## src/rtl/serial_pad_pkg.sv

```systemverilog
// Shared types and helpers for the serial game-pad port emulation.
package serial_pad_pkg;

   localparam int         MAX_CHANNELS = 4;
   localparam logic [7:0] KEY_IDLE     = 8'hFF;

   typedef enum logic {
      KEY_IDLE_S,
      KEY_HELD_S
   } key_state_t;

   function automatic logic [7:0] bitrev8(input logic [7:0] v);
      logic [7:0] r;
      for (int i = 0; i < 8; i++) begin
         r[i] = v[7-i];
      end
      return r;
   endfunction

endpackage

```

## src/rtl/serial_pad_shifter.sv

```systemverilog
// One serial pad port: level-sensitive parallel load while latched, one shift per pulse rising edge.
// data is the register LSB; a shift appears on the clock that samples the edge.
module serial_pad_shifter #(
   parameter int   WIDTH    = 8,
   parameter logic FILL_BIT = 1'b1
) (
   input  logic             clk_app,
   input  logic             reset,
   input  logic [WIDTH-1:0] load_word,
   input  logic             latch,
   input  logic             pulse,
   output logic             data
);

   logic [WIDTH-1:0] sreg;
   logic             pulse_q;

   // pulse_q tracks the pin even while latched, so a pulse held across the latch fall is not an edge
   always_ff @(posedge clk_app or posedge reset) begin
      if (reset) begin
         sreg    <= '1;
         pulse_q <= 1'b0;
      end else begin
         pulse_q <= pulse;
         if (latch) begin
            sreg <= load_word;
         end else if (pulse && !pulse_q) begin
            sreg <= {FILL_BIT, sreg[WIDTH-1:1]};
         end
      end
   end

   assign data = sreg[0];

endmodule

```

## src/rtl/serial_pad_emu.sv

```systemverilog
// Famicom/NES (8-bit) or SNES (16-bit) serial pad emulation, CHANNELS ports on a shared latch.
// With SERIAL_PAD_KEY_MERGE_EN defined, a strobed ASCII key is folded into port 0 for KEY_HOLD frames.
module serial_pad_emu
   import serial_pad_pkg::*;
#(
   parameter int   CHANNELS = 1,
   parameter int   WIDTH    = 8,
   parameter logic FILL_BIT = 1'b1,
   parameter int   KEY_HOLD = 2
) (
   input  logic                      clk_app,
   input  logic                      reset,
   input  logic [CHANNELS*WIDTH-1:0] pad_buttons,
   input  logic                      pad_latch,
   input  logic [CHANNELS-1:0]       pad_pulse,
   output logic [CHANNELS-1:0]       pad_data,
   input  logic                      key_strobe,
   input  logic [7:0]                key_code,
   output logic                      key_active
);

   if (CHANNELS < 1 || CHANNELS > MAX_CHANNELS) begin : g_bad_channels
      $error("serial_pad_emu: CHANNELS out of range");
   end

   logic [7:0] key_field;

`ifdef SERIAL_PAD_KEY_MERGE_EN
   localparam int               CNT_W     = $clog2(KEY_HOLD + 1);
   localparam logic [CNT_W-1:0] HOLD_INIT = CNT_W'(KEY_HOLD);

   key_state_t       state, state_nxt;
   logic [CNT_W-1:0] hold_cnt, hold_cnt_nxt;
   logic [7:0]       held_code, held_code_nxt;
   logic             latch_q;
   logic             latch_fall;

   assign latch_fall = latch_q & ~pad_latch;

   always_ff @(posedge clk_app or posedge reset) begin
      if (reset) begin
         state     <= KEY_IDLE_S;
         hold_cnt  <= '0;
         held_code <= '0;
         latch_q   <= 1'b0;
      end else begin
         state     <= state_nxt;
         hold_cnt  <= hold_cnt_nxt;
         held_code <= held_code_nxt;
         latch_q   <= pad_latch;
      end
   end

   // A strobe coinciding with a frame end restarts the hold rather than consuming a frame
   always_comb begin
      state_nxt     = state;
      hold_cnt_nxt  = hold_cnt;
      held_code_nxt = held_code;
      if (key_strobe) begin
         state_nxt     = KEY_HELD_S;
         hold_cnt_nxt  = HOLD_INIT;
         held_code_nxt = key_code;
      end else if (state == KEY_HELD_S && latch_fall) begin
         hold_cnt_nxt = hold_cnt - 1'b1;
         if (hold_cnt_nxt == '0) begin
            state_nxt = KEY_IDLE_S;
         end
      end
   end

   always_comb begin
      key_active = (state == KEY_HELD_S);
      key_field  = key_active ? bitrev8(held_code) : KEY_IDLE;
   end
`else
   logic unused_key;
   assign unused_key = key_strobe ^ (^key_code) ^ (KEY_HOLD > 0);
   assign key_active = 1'b0;
   assign key_field  = KEY_IDLE;
`endif

   // Key only touches the low byte; SNES high byte comes from the pad alone
   logic [WIDTH-1:0] key_mask;
   always_comb begin
      key_mask      = '1;
      key_mask[7:0] = key_field;
   end

   for (genvar c = 0; c < CHANNELS; c++) begin : g_ch
      logic [WIDTH-1:0] word;
      if (c == 0) begin : g_merge
         assign word = ~pad_buttons[c*WIDTH +: WIDTH] & key_mask;
      end else begin : g_plain
         assign word = ~pad_buttons[c*WIDTH +: WIDTH];
      end

      serial_pad_shifter #(
         .WIDTH    (WIDTH),
         .FILL_BIT (FILL_BIT)
      ) u_shifter (
         .clk_app   (clk_app),
         .reset     (reset),
         .load_word (word),
         .latch     (pad_latch),
         .pulse     (pad_pulse[c]),
         .data      (pad_data[c])
      );
   end

endmodule

```

## config.mk

```make
export PLATFORM = sky130hd
export DESIGN_NAME = serial_pad_emu
export DESIGN_NICKNAME = d
export VERILOG_FILES = /design/src/rtl/serial_pad_pkg.sv /design/src/rtl/serial_pad_shifter.sv /design/src/rtl/serial_pad_emu.sv
export SDC_FILE = /design/constraint.sdc
export NUM_CORES = 1
export LEC_CHECK = 0
export CORE_MARGIN = 4
export CORE_UTILIZATION = 39
export DETAILED_ROUTE_END_ITERATION = 12
export PLACE_DENSITY_LB_ADDON = 0.2
export REMOVE_ABC_BUFFERS = 1
export SETUP_SLACK_MARGIN = 0.5
export SKIP_LAST_GASP = 1
export SYNTH_ARGS = -nofsm -noshare
export SYNTH_HDL_FRONTEND = slang
export SYNTH_HIERARCHICAL = 1
export SYNTH_SLANG_ARGS = --single-unit
```

## constraint.sdc

```tcl
create_clock -name clk_app -period 1.8 [get_ports clk_app]
set_clock_uncertainty 0.2 [all_clocks]
set_input_delay 0.18 -clock clk_app [delete_from_list [all_inputs] [get_ports clk_app]]
set_output_delay 0.18 -clock clk_app [all_outputs]
set_load 0.01 [all_outputs]
```

==> metrics, run 1 <==
run status=complete, no violations; kind of path behind the tightest hold check=in2reg; Chip Width=44.05 µm; endpoint of the worst hold-timing path=g_ch[0].u_shifter/pulse_q$_DFF_PP0_; Vert. Die Dim=44.05 µm; fraction of the mapped netlist area in simple logic gates=25.68%; total track usage=approximately 11%; slack of the worst reg-to-reg path=0.53 ns; share of the synthesized area in the top cell type=41.48%; DR vias/cell=5.065; number of core rows=12; initial cell density of the core=43.27%; setup fix buffers added after clock tree synthesis=0; via count of the first global-routing pass=359; number of cells traversed by the worst hold path=2; total clock sinks=9; average wire per cell in the routed design=12.70 µm; Hold Fails Final Rpt=0; part of the Yosys area used for sequential elements=46.42%; power density over the cells=713.1 mW/mm²; setup violation total in the final timing report=0; CP endpoint kind=flip-flop; Crit path arrival time=~1.3 ns; die area=0.001940 mm²; detailed-placement wirelength estimate=603.2 µm; distinct cell type count of the synthesized netlist=13; global placement routability congestion=~0.68; time the final worst path needs with I/O delays and setup=1.283 ns; Maximum Capacitance Violations=0; number of warnings printed during yosys synthesis=6; WL final=between 900 and 1000 µm; root cell of the clock tree=sky130_fd_sc_hd__clkbuf_4; library cell occupying the most area in the post-synthesis netlist=sky130_fd_sc_hd__dfstp_2; number of cells on the worst reg-to-reg path=2; Post-Route Utilization=60.68%; DP Worst Slack=0.2268 ns; final instance area=around 700 µm²; global-route wire length before repair=1580 µm; largest fanout of any net on the critical path=23; DR pass1 iterations=4; parity-gate share of the synthesized area counting xor and xnor cells=0%; dominant combinational cell family by area after synthesis=simple AND/OR/NAND/NOR gates; switching part of the total=23.45%; flip-flop and latch count after synthesis=9; IO Pins=23; maximum buffer depth of the clock tree=2; post-synthesis instance area=506.7 µm²; Remaining Overflow, GRT=0; worst path setup slack after routing=0.5170 ns; compound-gate portion of the synthesized area=about 15%; share of post-route cells with drive strength above 1=31.75%; DRC viols=0; setup_tns=0 ns; buffers added on ports=12; CP Class=in2reg; mux contribution to synthesized area=0%; pin count of the biggest net entering global routing=24; reg-to-reg startpoint=g_ch[0].u_shifter/pulse_q$_DFF_PP0_; Core ar.=0.001171 mm²; Worst VDD drop=0.4473 mV; net switching power=118.9 µW; placed instance area=643.1 µm²; nets@finish=85; drt initial violations=6; cell-internal power=387.9 µW; final worst-path cycle share=71.28%; Clock Latency Late Sink=0.25 ns; arithmetic-cell share of the synthesized area counting full adders, half adders and majority gates=0%; antenna fix cells=0; type of origin of the critical path=input port; clock-pin transition on the worst setup and hold timing paths=0.06 ns; area delta synth->final=40.25%; final antenna-violating net count=0; part of the total power dissipated in the clock network=30.7%; maximum frequency from static timing analysis=779.4 MHz; average instance area after synthesis=10.56 µm²; leakage power figure=0.0002985 µW; Required @ worst endpoint=1.80 ns; CTS tree=yes; Max Transition Viols Final=0; combinational share of power=between 20% and 30%; Sequential Power Share=48.7%; cell count after synthesis=48; number of antenna violations at the first check in global routing=0; clock buffers created by TritonCTS=3; RSZ-0062 raised after global routing=yes; largest cells by area after synthesis=sky130_fd_sc_hd__dfstp_2 41%, sky130_fd_sc_hd__a221o_1 14%, sky130_fd_sc_hd__nor4bb_1 14%; maximum level of the CTS H-tree=1; routed vias=390; reg2reg end=g_ch[0].u_shifter/sreg[1]$_DFFE_PP1P_; source of the worst hold timing path=pad_pulse
[worst max-delay path: stages]
cell and delay, ns:
sky130_fd_sc_hd__clkdlybuf4s50_1 0.44, sky130_fd_sc_hd__buf_12 0.17, sky130_fd_sc_hd__nor4bb_2 0.31, sky130_fd_sc_hd__a221o_1 0.17
[area by class of cell]
class	count	area, µm²
Clock buffer	4	26.28
Fill cell	104	460.4
Timing Repair Buffer	15	157.7
Inverter	9	37.54
Tap cell	14	17.52
Multi-Input combinational cell	26	235.2
Sequential cell	9	236.5
[sequential cells by signal, indices dropped and copies added, names as in the netlist]
name,count
g_ch.u_shifter/sreg,8
g_ch.u_shifter/pulse_q,1
[worst max-delay path by stage]
stage / slack [ns] / end / start / cells after the start
2_1_floorplan: 0.56 / g_ch[0].u_shifter/sreg[0]$_DFFE_PP1P_ / g_ch[0].u_shifter/pulse_q$_DFF_PP0_ / 2
3_5_place_dp: 0.23 / g_ch[0].u_shifter/sreg[5]$_DFFE_PP1P_ / pad_pulse / 3
4_1_cts: 0.51 / pad_data / g_ch[0].u_shifter/sreg[0]$_DFFE_PP1P_ / 1
5_1_grt: 0.48 / g_ch[0].u_shifter/sreg[1]$_DFFE_PP1P_ / pad_latch / 4
3_3_place_gp: 0.23 / g_ch[0].u_shifter/sreg[1]$_DFFE_PP1P_ / pad_pulse / 3
6_report: 0.52 / g_ch[0].u_shifter/sreg[1]$_DFFE_PP1P_ / pad_latch / 4
[power by group through the flow]
stage | sequential, µW | clock, µW | combinational (µW)
5_1_grt | 251 | 175 | 113
6_report | 247 | 156 | 104
2_1_floorplan | 246 | 0 | 46.4
4_1_cts | 245 | 163 | 98.9
3_5_place_dp | 248 | 0 | 95.6
3_3_place_gp | 248 | 0 | 95.1
[kinds of logic (layout without fill, tap and decap cells)]
logic type | after synthesis | after routing
AO/OA/AOI/OAI | 8 | 8
AND/OR/NAND/NOR | 17 | 17
other | 1 | 1
flip-flops | 9 | 9
buffers and inverters | 13 | 28
[stage by stage]
stage	total power [µW]	hold WS, ns	instances
detailed placement	343.5	0.2625	72
global placement	342.8	0.2667	72
global route	538.8	0.2217	77
floorplan	292.3	-0.1978	44
CTS	506.3	0.2154	77
finish	506.8	0.2188	77
[cells in the mapped netlist]
cell type / number
sky130_fd_sc_hd__inv_1: 9
sky130_fd_sc_hd__dfstp_2: 8
sky130_fd_sc_hd__nor2b_1: 8
sky130_fd_sc_hd__a221o_1: 7
sky130_fd_sc_hd__nor4bb_1: 7
sky130_fd_sc_hd__buf_2: 2
sky130_fd_sc_hd__a21oi_1: 1
sky130_fd_sc_hd__buf_4: 1
sky130_fd_sc_hd__buf_6: 1
sky130_fd_sc_hd__conb_1: 1
sky130_fd_sc_hd__dfrtp_1: 1
sky130_fd_sc_hd__nand2b_1: 1
sky130_fd_sc_hd__nor2_1: 1
[metal layers]
metal / vias to the layer above / routed length, µm / GRT usage [%]
met3: 0 / 86 / 6.504
met2: 13 / 410 / 14.53
met4: 0 / 0 / 1.807
met1: 181 / 481 / 16.21
li1: 196 / - / -
met5: - / 0 / 0
[cells in the final DEF (no fill, tap or decap)]
cell type / n
sky130_fd_sc_hd__nor2_1: 1
sky130_fd_sc_hd__inv_1: 8
sky130_fd_sc_hd__nor4bb_1: 4
sky130_fd_sc_hd__buf_6: 1
sky130_fd_sc_hd__dlygate4sd2_1: 1
sky130_fd_sc_hd__buf_12: 1
sky130_fd_sc_hd__clkinvlp_4: 1
sky130_fd_sc_hd__nor2b_1: 8
sky130_fd_sc_hd__nor4bb_2: 3
sky130_fd_sc_hd__a21oi_1: 1
sky130_fd_sc_hd__dfrtp_2: 1
sky130_fd_sc_hd__clkbuf_4: 3
sky130_fd_sc_hd__clkbuf_1: 1
sky130_fd_sc_hd__buf_4: 1
sky130_fd_sc_hd__conb_1: 1
sky130_fd_sc_hd__clkdlybuf4s50_1: 10
sky130_fd_sc_hd__a221o_1: 7
sky130_fd_sc_hd__dfstp_2: 8
sky130_fd_sc_hd__dlygate4sd3_1: 1
sky130_fd_sc_hd__nand2b_4: 1
[timing repair]
action	in CTS	in global routing
hold buffers	1	0
endpoints found under the setup margin	8	11
resized for setup	8	5
endpoints found under the hold margin	1	0
(Power assumes the default switching activity.)
==> inputs of run 2 (changes only) <==
Clock period 1.8 ns to 1.2 ns, I/O delays scaled along.
==> metrics, run 2 (synthesized netlist as in run 1, its figures left out) <==
type of origin of the critical path=flip-flop; clock-pin transition on the worst setup and hold timing paths=0.06 ns (about the same); WL final=1098 µm (+12%); antenna fix cells=0 (unchanged); violated checks=hold timing, setup timing; Post-Route Utilization=65.38% (+4.7 points); die area=0.001940 mm² (unchanged); Regs by FF count=g_ch.u_shifter/sreg (8), g_ch.u_shifter/pulse_q (1); Vert. Die Dim=44.05 µm (unchanged); flip-flop count of the largest register, all copies and words added=8 (unchanged); RSZ-0062 raised after global routing=yes; Maximum Capacitance Violations=0 (unchanged); final antenna-violating net count=0 (unchanged); cell count after placement=73 (+1.4%); commonest cells after routing, fill and taps aside=9 x sky130_fd_sc_hd__inv_1, 9 x sky130_fd_sc_hd__clkdlybuf4s50_1, 8 x sky130_fd_sc_hd__nor2b_1, 8 x sky130_fd_sc_hd__dfstp_2, 7 x sky130_fd_sc_hd__a221o_1; run status=finished, violations left; Hold Fails Final Rpt=1 (+1); critical path's slowest cell=sky130_fd_sc_hd__dfrtp_1; global placement routability congestion=0.6958 (+2.3%); detailed-placement wirelength estimate=624.1 µm (+3.5%); maximum buffer depth of the clock tree=2 (unchanged); DR pass1 iterations=4 (unchanged); Core ar.=0.001171 mm² (unchanged); share of post-route cells with drive strength above 1=34.38% (+2.6 points); root cell of the clock tree=sky130_fd_sc_hd__clkbuf_4; Required @ worst endpoint=1.21 ns (-0.59 ns); longest individual stage delay on the worst path=0.39 ns (-0.05 ns); IO Pins=23 (unchanged); area occupied by multi-input gates=262.8 µm² (+12%); routed vias=407 (+4.4%); CP Class=reg2reg; global-route wire length before repair=1890 µm (+20%); setup fix buffers added after clock tree synthesis=0 (unchanged); CTS tree=yes; area delta synth->final=51.11%; cells traversed along the worst timing path=buf_6, nor4bb_4, a221o_1; pin count of the biggest net entering global routing=13 (-46%); total design power=789.5 µW (+56%); Max Transition Viols Final=0 (unchanged); average wire per cell in the routed design=14.08 µm (+11%); buffers added on ports=12 (unchanged); Chip Width=44.05 µm (unchanged); initial cell density of the core=43.27% (unchanged); power density over the cells=1031 mW/mm² (+45%); kind of path behind the tightest hold check=in2async; Remaining Overflow, GRT=0 (unchanged); leakage power figure=0.0003459 µW (+16%); register ranked first by flip-flop count=g_ch.u_shifter/sreg; maximum level of the CTS H-tree=1 (unchanged); Clock Latency Late Sink=0.26 ns (about the same); time the final worst path needs with I/O delays and setup=1.220 ns; number of core rows=12 (unchanged); nets@finish=86 (+1.2%); worst path setup slack after routing=-0.02000 ns (-0.5370 ns); DR vias/cell=5.218 (+3.0%); filler cell count=93 (-11%); Worst VDD drop=0.7087 mV (+58%); number of standard cells in the final layout excluding fillers=78 (+1.3%); via count of the first global-routing pass=413 (+15%); clock buffers created by TritonCTS=3 (unchanged); largest fanout of any net on the critical path=7 (-70%); DRC viols=0 (unchanged); total clock sinks=9 (unchanged); Sequential cell area=235.2 µm² (-0.53%); drt initial violations=8 (+2); final-layout worst hold slack=-0.08997 ns (-0.3088 ns); Crit path arrival time=1.23 ns (-0.05 ns); final worst-path cycle share=101.7%; number of antenna violations at the first check in global routing=0 (unchanged); total track usage=13.72% (+2.5 points); setup violation total in the final timing report=3 (+3); maximum frequency from static timing analysis=819.7 MHz; CP endpoint kind=flip-flop
==> run 2: cell count changes in the layout (fill, tap and decap cells not counted), sizes merged <==
cell / delta
buf: +1
bufbuf: +1
clkdlybuf4s50: -1
clkinvlp: -1
dlygate4sd2: +1
dlygate4sd3: -1
inv: +1
==> run 2: through the flow <==
step	instance area (µm²)	setup slack [ns]	TNS, ns
final	765.7	-0.02000	-0.04856
after floorplan	478.0	-0.04465	-0.3126
after CTS	740.7	-0.02229	-0.03960
after global placement	650.6	-0.3017	-2.347
after detailed placement	650.6	-0.3338	-2.609
after global routing	765.7	-0.08725	-0.5033
==> run 2: final timing paths <==
kind | slack, ns | cells past startpoint | start | to
setup / recovery | -0.02 | 3 | g_ch[0].u_shifter/pulse_q$_DFF_PP0_ | g_ch[0].u_shifter/sreg[5]$_DFFE_PP1P_
hold / removal | -0.09 | 2 | reset | g_ch[0].u_shifter/pulse_q$_DFF_PP0_
setup reg to reg | -0.02 | 3 | g_ch[0].u_shifter/pulse_q$_DFF_PP0_ | g_ch[0].u_shifter/sreg[5]$_DFFE_PP1P_
hold reg to reg | 0.37 | 2 | g_ch[0].u_shifter/sreg[7]$_DFFE_PP1P_ | g_ch[0].u_shifter/sreg[7]$_DFFE_PP1P_
max in group asynchronous | 0.60 | 2 | reset | g_ch[0].u_shifter/sreg[2]$_DFFE_PP1P_
min in group clk_app | 0.05 | 1 | pad_pulse | g_ch[0].u_shifter/pulse_q$_DFF_PP0_
==> run 2: power breakdown <==
group          total (µW)  internal, µW  switching, µW
Combinational         184           120           64.0
Clock                 237           128            109
Sequential            368           353           14.9
Total                 789           601            188
==> run 2: what timing repair did <==
item,in CTS,in global routing
gates cloned,1,0
hold endpoints to repair,1,1
gates resized for setup,13,4
endpoints found under the setup margin,9,9
==> run 2: metal layers <==
metal  track usage [%]  share of wire (%)
met2             21.51                 46
met4             7.229                2.1
met5                 0                  0
met3             5.285                8.9
met1             16.12                 43
==> run 2: worst max-delay path: cells and delay by family (launching register included) <==
| kind | cells | cell delay, ns |
|---|---|---|
| flops | 1 | 0.39 |
| compound gates | 1 | 0.15 |
| buf+inv | 1 | 0.15 |
| simple gates | 1 | 0.27 |
==> run 2: area by class of cell <==
type	instances	share of cell area [%]
multi-input combinational	26	34.31
sequential	9	30.72
timing repair buffer	16	24.84
inverter	9	4.412
clock buffer	4	3.431
tap	14	2.288
==> inputs of run 3 (changes only) <==
Settings changed: CORE_UTILIZATION 39 to 30, MAX_ROUTING_LAYER from default to met4.
==> metrics, run 3 (synthesized netlist as in run 1, its figures left out) <==
violated checks=hold timing, setup timing; final worst-path cycle share=102.5% (+0.86 points); Worst VDD drop=0.6976 mV (-1.6%); Max Transition Viols Final=0 (unchanged); Hold Fails Final Rpt=1 (unchanged); average wire per cell in the routed design=13.30 µm (-5.5%); power density over the cells=1011 mW/mm² (-1.9%); area delta synth->final=53.33%; initial cell density of the core=32.50% (-11 points); Chip Width=49.10 µm (+11%); root cell of the clock tree=sky130_fd_sc_hd__clkbuf_4; total design power=785.6 µW (-0.49%); Vert. Die Dim=49.10 µm (+11%); CTS tree=yes; RSZ-0062 raised after global routing=yes; pin count of the biggest net entering global routing=24 (+11); maximum frequency from static timing analysis=812.8 MHz (-0.84%); flip-flop count of the largest register, all copies and words added=8 (unchanged); DRC viols=0 (unchanged); detailed-placement wirelength estimate=713.1 µm (+14%); global-route wire length before repair=1800 µm (-4.8%); worst path setup slack after routing=-0.03029 ns (-0.01029 ns); run status=finished, violations left; longest individual stage delay on the worst path=0.39 ns (about the same); kind of path behind the tightest hold check=in2async; number of core rows=14 (+2); final antenna-violating net count=0 (unchanged); maximum level of the CTS H-tree=1 (unchanged); reg-to-reg startpoint=g_ch[0].u_shifter/pulse_q$_DFF_PP0_; Sequential cell area=235.2 µm² (unchanged); setup violation total in the final timing report=7 (+4); share of post-route cells with drive strength above 1=38.46% (+4.1 points); global placement routability congestion=0.6949 (-0.13%); largest fanout of any net on the critical path=7 (unchanged); setup fix buffers added after clock tree synthesis=0 (unchanged); Remaining Overflow, GRT=0 (unchanged); maximum buffer depth of the clock tree=2 (unchanged); commonest cells after routing, fill and taps aside=10 x sky130_fd_sc_hd__clkdlybuf4s50_1, 9 x sky130_fd_sc_hd__inv_1, 8 x sky130_fd_sc_hd__nor2b_1, 8 x sky130_fd_sc_hd__dfstp_2, 7 x sky130_fd_sc_hd__a221o_1; CP Class=reg2reg; startpoint of the worst setup timing path=g_ch[0].u_shifter/pulse_q$_DFF_PP0_; total track usage=9.855% (-3.9 points); time the final worst path needs with I/O delays and setup=1.230 ns (+0.01029 ns); most common cell after layout, fill and taps aside=sky130_fd_sc_hd__clkdlybuf4s50_1; area occupied by multi-input gates=284.0 µm² (+8.1%); cells traversed along the worst timing path=buf_6, nor4bb_2, a221o_1; cell count after placement=77 (+5.5%); DR pass1 iterations=2 (-2); Crit path arrival time=1.23 ns (about the same); type of origin of the critical path=flip-flop; number of standard cells in the final layout excluding fillers=81 (+3.8%); die area=0.002411 mm² (+24%); Required @ worst endpoint=1.20 ns (about the same); total clock sinks=9 (unchanged); buffers added on ports=12 (unchanged); clock-pin transition on the worst setup and hold timing paths=0.06 ns (about the same); IO Pins=23 (unchanged); routed vias=401 (-1.5%); Core ar.=0.001559 mm² (+33%); clock buffers created by TritonCTS=3 (unchanged); WL final=1077 µm (-1.9%); antenna fix cells=0 (unchanged); Clock Latency Late Sink=0.26 ns (about the same); final-layout worst hold slack=-0.08004 ns (+0.009934 ns); register ranked first by flip-flop count=g_ch.u_shifter/sreg; via count of the first global-routing pass=412 (-0.24%); critical path's slowest cell=sky130_fd_sc_hd__dfrtp_1; DR vias/cell=4.951 (-5.1%); leakage power figure=0.0003439 µW (-0.58%); nets@finish=87 (+1.2%); number of antenna violations at the first check in global routing=0 (unchanged); setup_tns=-0.08898 ns (-0.04041 ns); Regs by FF count=g_ch.u_shifter/sreg (8), g_ch.u_shifter/pulse_q (1); Maximum Capacitance Violations=0 (unchanged); CP endpoint kind=flip-flop; drt initial violations=4 (-4); filler cell count=151 (+62%)
## run 3: changes by cell type in the layout (fill, tap and decap cells not counted)
cell                              delta
sky130_fd_sc_hd__bufbuf_16           -1
sky130_fd_sc_hd__buf_4               +1
sky130_fd_sc_hd__buf_6               +1
sky130_fd_sc_hd__clkdlybuf4s50_1     +1
sky130_fd_sc_hd__nor4bb_4            +1
sky130_fd_sc_hd__dlygate4sd2_1       -1
sky130_fd_sc_hd__nor4bb_1            -2
sky130_fd_sc_hd__nor4bb_2            +1
## run 3: per-stage QoR
step	worst slack (ns)	util [%]	area [µm²]
after global routing	-0.1195	49.84	777.0
after global placement	-0.2976	42.86	668.1
final	-0.03029	49.84	777.0
after floorplan	-0.04465	-	478.0
after CTS	-0.02139	48.07	749.5
after detailed placement	-0.2995	42.86	668.1
## run 3: cell type report
class	instances	share of cell area [%]
Clock buffer	4	3.382
Inverter	9	4.348
Multi-Input combinational cell	26	36.55
Sequential cell	9	30.27
Tap cell	16	2.576
Timing Repair Buffer	17	22.87
## run 3: critical path, delay by kind of cell (launching register included)
kind | cells | cell delay [ns]
AOI/OAI and AO/OA | 1 | 0.16
buffers and inverters | 1 | 0.15
DFF | 1 | 0.39
and+or+nand+nor | 1 | 0.27
## run 3: metal layers
metal	vias up	part of all wire, %	track usage [%]
met4	0	0.56	1.422
li1	199	-	-
met3	2	7.1	5.199
met1	189	43	11.19
met5	-	0	-
met2	11	49	15.63
## run 3: report_power, final
part           switching, µW  internal [µW]
clock network            104            128
logic                   65.4            119
registers               15.7            353
## run 3: what timing repair did
action                                  CTS  global route
pin swaps                                 1             2
endpoints found under the setup margin    9             9
gates resized for setup                  16             4
hold endpoints to repair                  1             1
## run 3: final timing paths
| path | slack [ns] | depth (start not counted) | end |
|---|---|---|---|
| worst min-delay path | -0.08 | 2 | g_ch[0].u_shifter/pulse_q$_DFF_PP0_ |
| max in group asynchronous | 0.58 | 2 | g_ch[0].u_shifter/sreg[2]$_DFFE_PP1P_ |
| min in group clk_app | 0.01 | 1 | g_ch[0].u_shifter/pulse_q$_DFF_PP0_ |
| worst min register to register | 0.37 | 2 | g_ch[0].u_shifter/sreg[7]$_DFFE_PP1P_ |
| worst max register to register | -0.03 | 3 | g_ch[0].u_shifter/sreg[6]$_DFFE_PP1P_ |
| worst max-delay path | -0.03 | 3 | g_ch[0].u_shifter/sreg[6]$_DFFE_PP1P_ |
